`config.mk`:
```
export PLATFORM = sky130hd
export DESIGN_NAME = rs_issue_scheduler
export DESIGN_NICKNAME = d
export VERILOG_FILES = /design/src/rtl/rs_issue_scheduler.sv
export SDC_FILE = /design/constraint.sdc
export NUM_CORES = 1
export LEC_CHECK = 0
export ABC_AREA = 1
export CAP_MARGIN = 10
export CORE_MARGIN = 2
export CORE_UTILIZATION = 49
export DETAILED_ROUTE_END_ITERATION = 8
export MAX_ROUTING_LAYER = met4
export PLACE_DENSITY = 0.76
export SLEW_MARGIN = 20
export SYNTH_ARGS = -nofsm -noshare
export SYNTH_HDL_FRONTEND = slang
export SYNTH_SLANG_ARGS = --single-unit
```
`constraint.sdc`:
```
create_clock -name clock -period 1.6 [get_ports clock]
set_input_delay 0.32 -clock clock [delete_from_list [all_inputs] [get_ports clock]]
set_output_delay 0.32 -clock clock [all_outputs]
set_load 0.02 [all_outputs]
```
`src/rtl/rs_issue_scheduler.sv`:
```
// Issue-select controller for the 5-entry reservation station: oldest-first grant,
// gated by functional-unit availability and a CDB writeback-slot reservation.
module rs_issue_scheduler #(
   parameter int RS_SZ    = 5,
   parameter int ALU_LAT  = 1,
   parameter int MEM_LAT  = 2,
   parameter int MULT_LAT = 4
) (
   input  logic             clock,
   input  logic             reset,
   input  logic [RS_SZ-1:0] ready_vec,
   input  logic             alloc_en,
   input  logic [2:0]       alloc_idx,
   input  logic             stall,
   input  logic             flush,
   output logic             issue_en,
   output logic [2:0]       issue_idx,
   output logic [RS_SZ-1:0] issue_onehot,
   output logic             cdb_slot_valid,
   output logic [2:0]       cdb_slot_idx
);

   localparam int MAX_LAT = (ALU_LAT > MEM_LAT) ?
                            ((ALU_LAT > MULT_LAT) ? ALU_LAT : MULT_LAT) :
                            ((MEM_LAT > MULT_LAT) ? MEM_LAT : MULT_LAT);
   localparam int SW = $clog2(MAX_LAT + 1);
   localparam int CW = $clog2(MEM_LAT + 1);

   logic [MAX_LAT:0] slot_valid, slot_valid_nxt;
   logic [2:0]       slot_idx     [MAX_LAT+1];
   logic [2:0]       slot_idx_nxt [MAX_LAT+1];
   logic [CW-1:0]    mem_cnt;
   logic [RS_SZ-1:0] older [RS_SZ];
   logic [RS_SZ-1:0] elig, grant;
   logic             hold, mem_free, wb_en;
   logic [SW-1:0]    wb_pos;

   assign hold     = reset | flush | stall;
   assign mem_free = (mem_cnt == '0);

   // Slot[L] before the shift is the slot a grant of latency L would claim after it.
   // NOTE: every always_comb output gets a default first so no latch is inferred.
   always_comb begin
      elig = '0;
      if (!hold) begin
         elig[0] = ready_vec[0] & ~slot_valid[ALU_LAT];
         elig[1] = ready_vec[1] & mem_free & ~slot_valid[MEM_LAT];
         elig[2] = ready_vec[2] & mem_free;
         for (int i = 3; i < RS_SZ; i++)
            elig[i] = ready_vec[i] & ~slot_valid[MULT_LAT];
      end
   end

   always_comb begin
      grant = elig;
      for (int i = 0; i < RS_SZ; i++)
         for (int j = 0; j < RS_SZ; j++)
            if (j != i && elig[j] && older[j][i])
               grant[i] = 1'b0;
   end

   always_comb begin
      issue_en     = |grant;
      issue_onehot = grant;
      issue_idx    = '0;
      for (int i = 0; i < RS_SZ; i++)
         if (grant[i])
            issue_idx = 3'(i);
   end

   always_comb begin
      wb_en  = issue_en & ~grant[2];
      wb_pos = SW'(MULT_LAT - 1);
      if (grant[0])
         wb_pos = SW'(ALU_LAT - 1);
      else if (grant[1])
         wb_pos = SW'(MEM_LAT - 1);
   end

   always_comb begin
      slot_valid_nxt = {1'b0, slot_valid[MAX_LAT:1]};
      for (int d = 0; d < MAX_LAT; d++)
         slot_idx_nxt[d] = slot_idx[d+1];
      slot_idx_nxt[MAX_LAT] = '0;
      if (wb_en) begin
         slot_valid_nxt[wb_pos] = 1'b1;
         slot_idx_nxt[wb_pos]   = issue_idx;
      end
   end

   // mem_cnt holds the busy cycles left after the issue cycle, so the next
   // memory grant can land exactly MEM_LAT cycles after the previous one.
   // NOTE: sequential state uses non-blocking assignments only.
   always_ff @(posedge clock) begin
      if (reset || flush) begin
         slot_valid <= '0;
         // NOTE: the idx array is reset too, so cdb_slot_idx reads 0 when idle.
         for (int d = 0; d <= MAX_LAT; d++)
            slot_idx[d] <= '0;
         mem_cnt <= '0;
         for (int i = 0; i < RS_SZ; i++)
            for (int j = 0; j < RS_SZ; j++)
               older[i][j] <= (i < j);
      end else begin
         slot_valid <= slot_valid_nxt;
         slot_idx   <= slot_idx_nxt;
         if (grant[1] || grant[2])
            mem_cnt <= CW'(MEM_LAT - 1);
         else if (!mem_free)
            mem_cnt <= mem_cnt - 1'b1;
         if (alloc_en && int'(alloc_idx) < RS_SZ)
            for (int i = 0; i < RS_SZ; i++)
               for (int j = 0; j < RS_SZ; j++)
                  if (i == int'(alloc_idx))
                     older[i][j] <= 1'b0;
                  else if (j == int'(alloc_idx))
                     older[i][j] <= 1'b1;
      end
   end

   assign cdb_slot_valid = slot_valid[0];
   assign cdb_slot_idx   = slot_idx[0];

endmodule

```
### Word level (Yosys, flattened, before mapping)

Memories as Yosys holds them, arrays and structs flattened.
Cells that the tools add are included.
Widths: inputs -> output; s select.

* input bits: 13
* memory bits (writable): 25
* memories: 1
* register bits: 22
* output and inout port bits: 13

* $lt $le $gt $ge: 5
* bitwise operators: 61
* multiplexer cells: 183
* add/sub/neg operators: 1
* equal/unequal tests: 5
* reductions and logical operators: 30

Memories
* older: words 5, bits a word 5, read ports 5, clocked after memory_dff 0, write ports 5, RTL line 33 `logic [RS_SZ-1:0] older [RS_SZ];`

Operator list (count)
* $mux 1: 171
* $or 1x1->1: 47
* $logic_and 1x1->1: 23
* $bwmux 15: 1
* $mux 15: 1
* $mux 3: 4
* $demux 3 s3: 1
* $eq 3x3->1 const A: 3
* $and 1x1->1: 7
* $mux 5: 1
* $not 1->1: 5
* $or 4x5->5: 1
* $reduce_or 5->1: 1
* $ge 4x4->1 const B: 1
* $lt 3x4->1 const B: 1
* $lt 4x1->1 const B: 1
* $mux 2: 2
* $mux 4: 1
* $not 3->4: 1
* $reduce_or 2->1: 2
* $demux 1 s3: 1
* $eq 2x3->1 const A: 1
* $ge 3x1->1 const B: 1
* $logic_not 3->1: 1
* 5 further kinds: 6

### Longest topological paths before layout

* depth in word-level cells: 18
* mapped depth: 15
* gate-level depth less buffers: 15

### Worst setup path after synthesis

No wires, ideal clock.

* kind: register to output
* from: reg mem_cnt[0]
* to: out issue_idx[0]
* arrival time: 1594 ps
* required time: 1280 ps
* stages on the path, launching flop included: 12
* buffers on the path: 0
* setup slack: -314 ps
* path through: dfxtp_1 -> inv_1 -> ha_1 -> nand2_1 -> inv_2 -> nand3_2 -> inv_2 -> nand2_1 -> nand2_1 -> nor2_2 -> inv_1 -> a21oi_2

* elaborated cells between the ends (all ways): 29

RTL lines
* from (decl): RTL line 32 `logic [CW-1:0] mem_cnt;`
* from (signal assigned): RTL line 108 `mem_cnt <= CW'(MEM_LAT - 1);`
* from (signal assigned): RTL line 110 `mem_cnt <= mem_cnt - 1'b1;`
* $logic_not 2->1 (*): RTL line 39 `assign mem_free = (mem_cnt == '0);`
* $and 1x1->1 (2 in series): RTL line 47 `elig[1] = ready_vec[1] & mem_free & ~slot_valid[MEM_LAT];`
* $mux 5 (*): RTL line 45 `if (!hold) begin`
* $logic_and 1x1->1: RTL line 58 `if (j != i && elig[j] && older[j][i])`
* $mux 1: RTL line 58
* $mux 1 (*) (2 in series): RTL line 58
* net issue_onehot[3]: RTL line 18 `output logic [RS_SZ-1:0] issue_onehot,`
* $mux 3 (*) (2 in series): RTL line 67 `if (grant[i])`
* to (decl): RTL line 17 `output logic [2:0] issue_idx,`

Mark *: on every way through the listed nets, which the timed path passes. The rest lies on a longest branch.

### Final worst setup path

* from: reg mem_cnt[1]
* to: out issue_idx[0]

* longest elaborated chain between the ends: 12
* elaborated cells between the ends (all ways): 29

Ends and longest elaborated chain (RTL line)
* $logic_not 2->1 (*): 39
* $and 1x1->1 (2 in series): 47
* $mux 5 (*): 45
* $mux 1 (4 in series): 58
* $mux 1: 67
* $mux 3 (2 in series): 67
* $mux 3 (*): 67

Every way passes the cells marked *; elsewhere a longest branch is shown, timed or not.

==> flow_summary.json <==
{
  "status": "finished, violations left",
  "violations": "negative setup slack",
  "netlist_top_cells_area": "edfxtp_1, dfxtp_1, inv_1, nand2_1, nor2_1",
  "grt_pass1_vias": 1677,
  "grt_start_max_net_pins": 20,
  "die_x_um": 66.0,
  "ys_async_sr_fraction": 0,
  "clk_pin_slew_ps": 70,
  "grt_pass1_wl_um": 7170,
  "cts_buffer_depth": 2,
  "powerDensity_mw_per_mm2": 772,
  "ir_drop_mv": 0.516,
  "synthCells": 225,
  "design.die.area_sq_mm": 0.00435,
  "fin_nets": 310,
  "wl_per_cell_um": 14.2,
  "htree_num_levels": 2,
  "post-route-min-period_ps": 2110,
  "crit_path_max_incr_delay_ps": 330,
  "avgSynthCellArea_sq_um": 8.36,
  "final_common_cell": "buf_4",
  "area_delta_synth_final_pct": 51.5,
  "layout_common_cells": "buf_4, inv_1, nand2_1",
  "rsz0062_at_grt": "yes",
  "start_util": 0.510,
  "place_hpwl_um": 3110,
  "startpoint_type": "register",
  "instances_no_fill": 345,
  "fmax_mhz": 474,
  "finalMaxSlewViolations": 0,
  "cp_common_cell": "nand2_2",
  "critPathRequiredTime_ps": 1280,
  "worstMarginPinSlew_ps": 227,
  "setup_violations": 22,
  "routed_wl_um": 4890,
  "yosys_warnings": 0,
  "fin_setup_tns_ps": -6130,
  "path_cells": "inv_2 -> ha_4 -> nand3_4 -> nor2_4 -> nand2_2 -> nor2_2 -> nand2_2 -> inv_4 -> nand2_4 -> a21oi_4 -> buf_6",
  "die_y_um": 66.0,
  "finClkSkew_ps": 5.71,
  "detail-route-antenna-nets": 0,
  "clock_sinks": 38,
  "dp.cells": 321,
  "num_rows": 22,
  "p_leak_nw": 1.26,
  "drc": 0,
  "fin_crit_sh": 1.32,
  "cts_made_buffers": 5,
  "postSynthNetCount": 239,
  "drive_gt1_frac": 0.455,
  "slowest_stage": "dfxtp_2",
  "gp_congestion": 0.934,
  "critical_path_class": "register to output pin",
  "worst_slack_ps": -508,
  "fin_util": 0.773,
  "maxCapViolCount": 0,
  "seq_area_frac_synth": 0.511,
  "grt_use_total": 0.231,
  "drt_first_pass_iters": 4,
  "finalHoldViolations": 0,
  "min_path_type": "register to register",
  "vias": 1734,
  "place_ws_ps": -1160,
  "crit_arrival_ps": 1790,
  "root_buffer": "clkbuf_8",
  "cts_tree": "built",
  "core-area_sq_mm": 0.00369,
  "clk-insertion-delay-late_ps": 290,
  "port-buffer-count": 25,
  "vias_per_cell": 5.03,
  "ys_types": 28,
  "num_antenna_cells": 0,
  "ios": 26,
  "synthFlopType": "edfxtp_1",
  "yosysTopAreaCellShare": 0.319,
  "crit_fanout": 4,
  "synth_edf_count": 20,
  "drt_first_iter_violations": 89,
  "overflow": 0,
  "slew_headroom": 0.848,
  "grt_antenna_before_repair": 0,
  "yosysTopAreaCell": "edfxtp_1",
  "end_kind": "output pin",
  "synth_seq_cells": 38,
  "synthesis.area_sq_mm": 0.00188
}
[flip-flops by register name, indices dropped and copies added (netlist names)]
name          flops
older            20
cdb_slot_idx      3
slot_valid        4
slot_idx          9
mem_cnt           2
[layer usage]
layer	part of all wire	track usage	vias up
met5	0	-	-
met4	0.029	0.122	0
met3	0.040	0.0528	18
met2	0.56	0.427	55
met1	0.37	0.223	818
li1	-	-	843
[cells in the mapped netlist (5+ instances only)]
master,n
nor2_1,22
a21oi_1,11
nand3_1,15
nand4_1,5
inv_1,44
dfxtp_1,18
edfxtp_1,20
nand2_1,44
nand3_2,6
nor2_2,6
[logic make-up (layout without fill, tap and decap cells)]
logic type	Yosys count	in the layout	share of synthesized area
adders and majority gates	1	1	0.00665
AOI/OAI and AO/OA	18	18	0.0545
buffers and inverters	59	131	0.128
xor gates and xnor gates	1	1	0.00466
and+or+nand+nor	108	108	0.295
DFF	38	38	0.511
[timing repair]
item,in CTS,in global routing
endpoints found under the setup margin,55,40
cloned,0,1
pin swaps,20,16
resized for setup,90,28
hold buffers,0,0
buffers inserted,6,11
[critical path, delay by kind of cell, from the launching register on]
family	cells	cell delay, ps
compound gates	1	160
fa+ha+maj	1	160
flops	1	330
simple gates	6	560
buf+inv	3	280
[path summary, 6_finish.rpt]
| check | start | end | slack, ps | depth (start not counted) |
|---|---|---|---|---|
| min reg2reg | slot_idx[3] | slot_idx[6] | 410 | 2 |
| min | slot_idx[3] | slot_idx[6] | 410 | 2 |
| max reg2reg | mem_cnt[1] | cdb_slot_idx[0] | -240 | 15 |
| max | mem_cnt[1] | issue_idx[0] | -510 | 11 |
[through the flow]
step / hold slack, ps / cell area, sq um / power [mW]
2_1_floorplan: 394 / 1940 / 1.24
3_3_place_gp: 397 / 2430 / 1.37
3_5_place_dp: 401 / 2430 / 1.37
4_1_cts: 418 / 2690 / 2.16
5_1_grt: 434 / 2850 / 2.27
6_report: 413 / 2850 / 2.20
[layout make-up]
cell class | count | area (sq um)
Clock buffer | 8 | 111
Tap cell | 48 | 60.1
Sequential cell | 38 | 963
Fill cell | 253 | 838
Inverter | 50 | 198
Multi-Input combinational cell | 128 | 867
Timing Repair Buffer | 73 | 651
[power breakdown]
part           switching, mW  total [mW]  internal, mW
registers             0.0153        1.08          1.06
logic                  0.184       0.340         0.155
clock network          0.336       0.781         0.445
(Power assumes the default switching activity.)
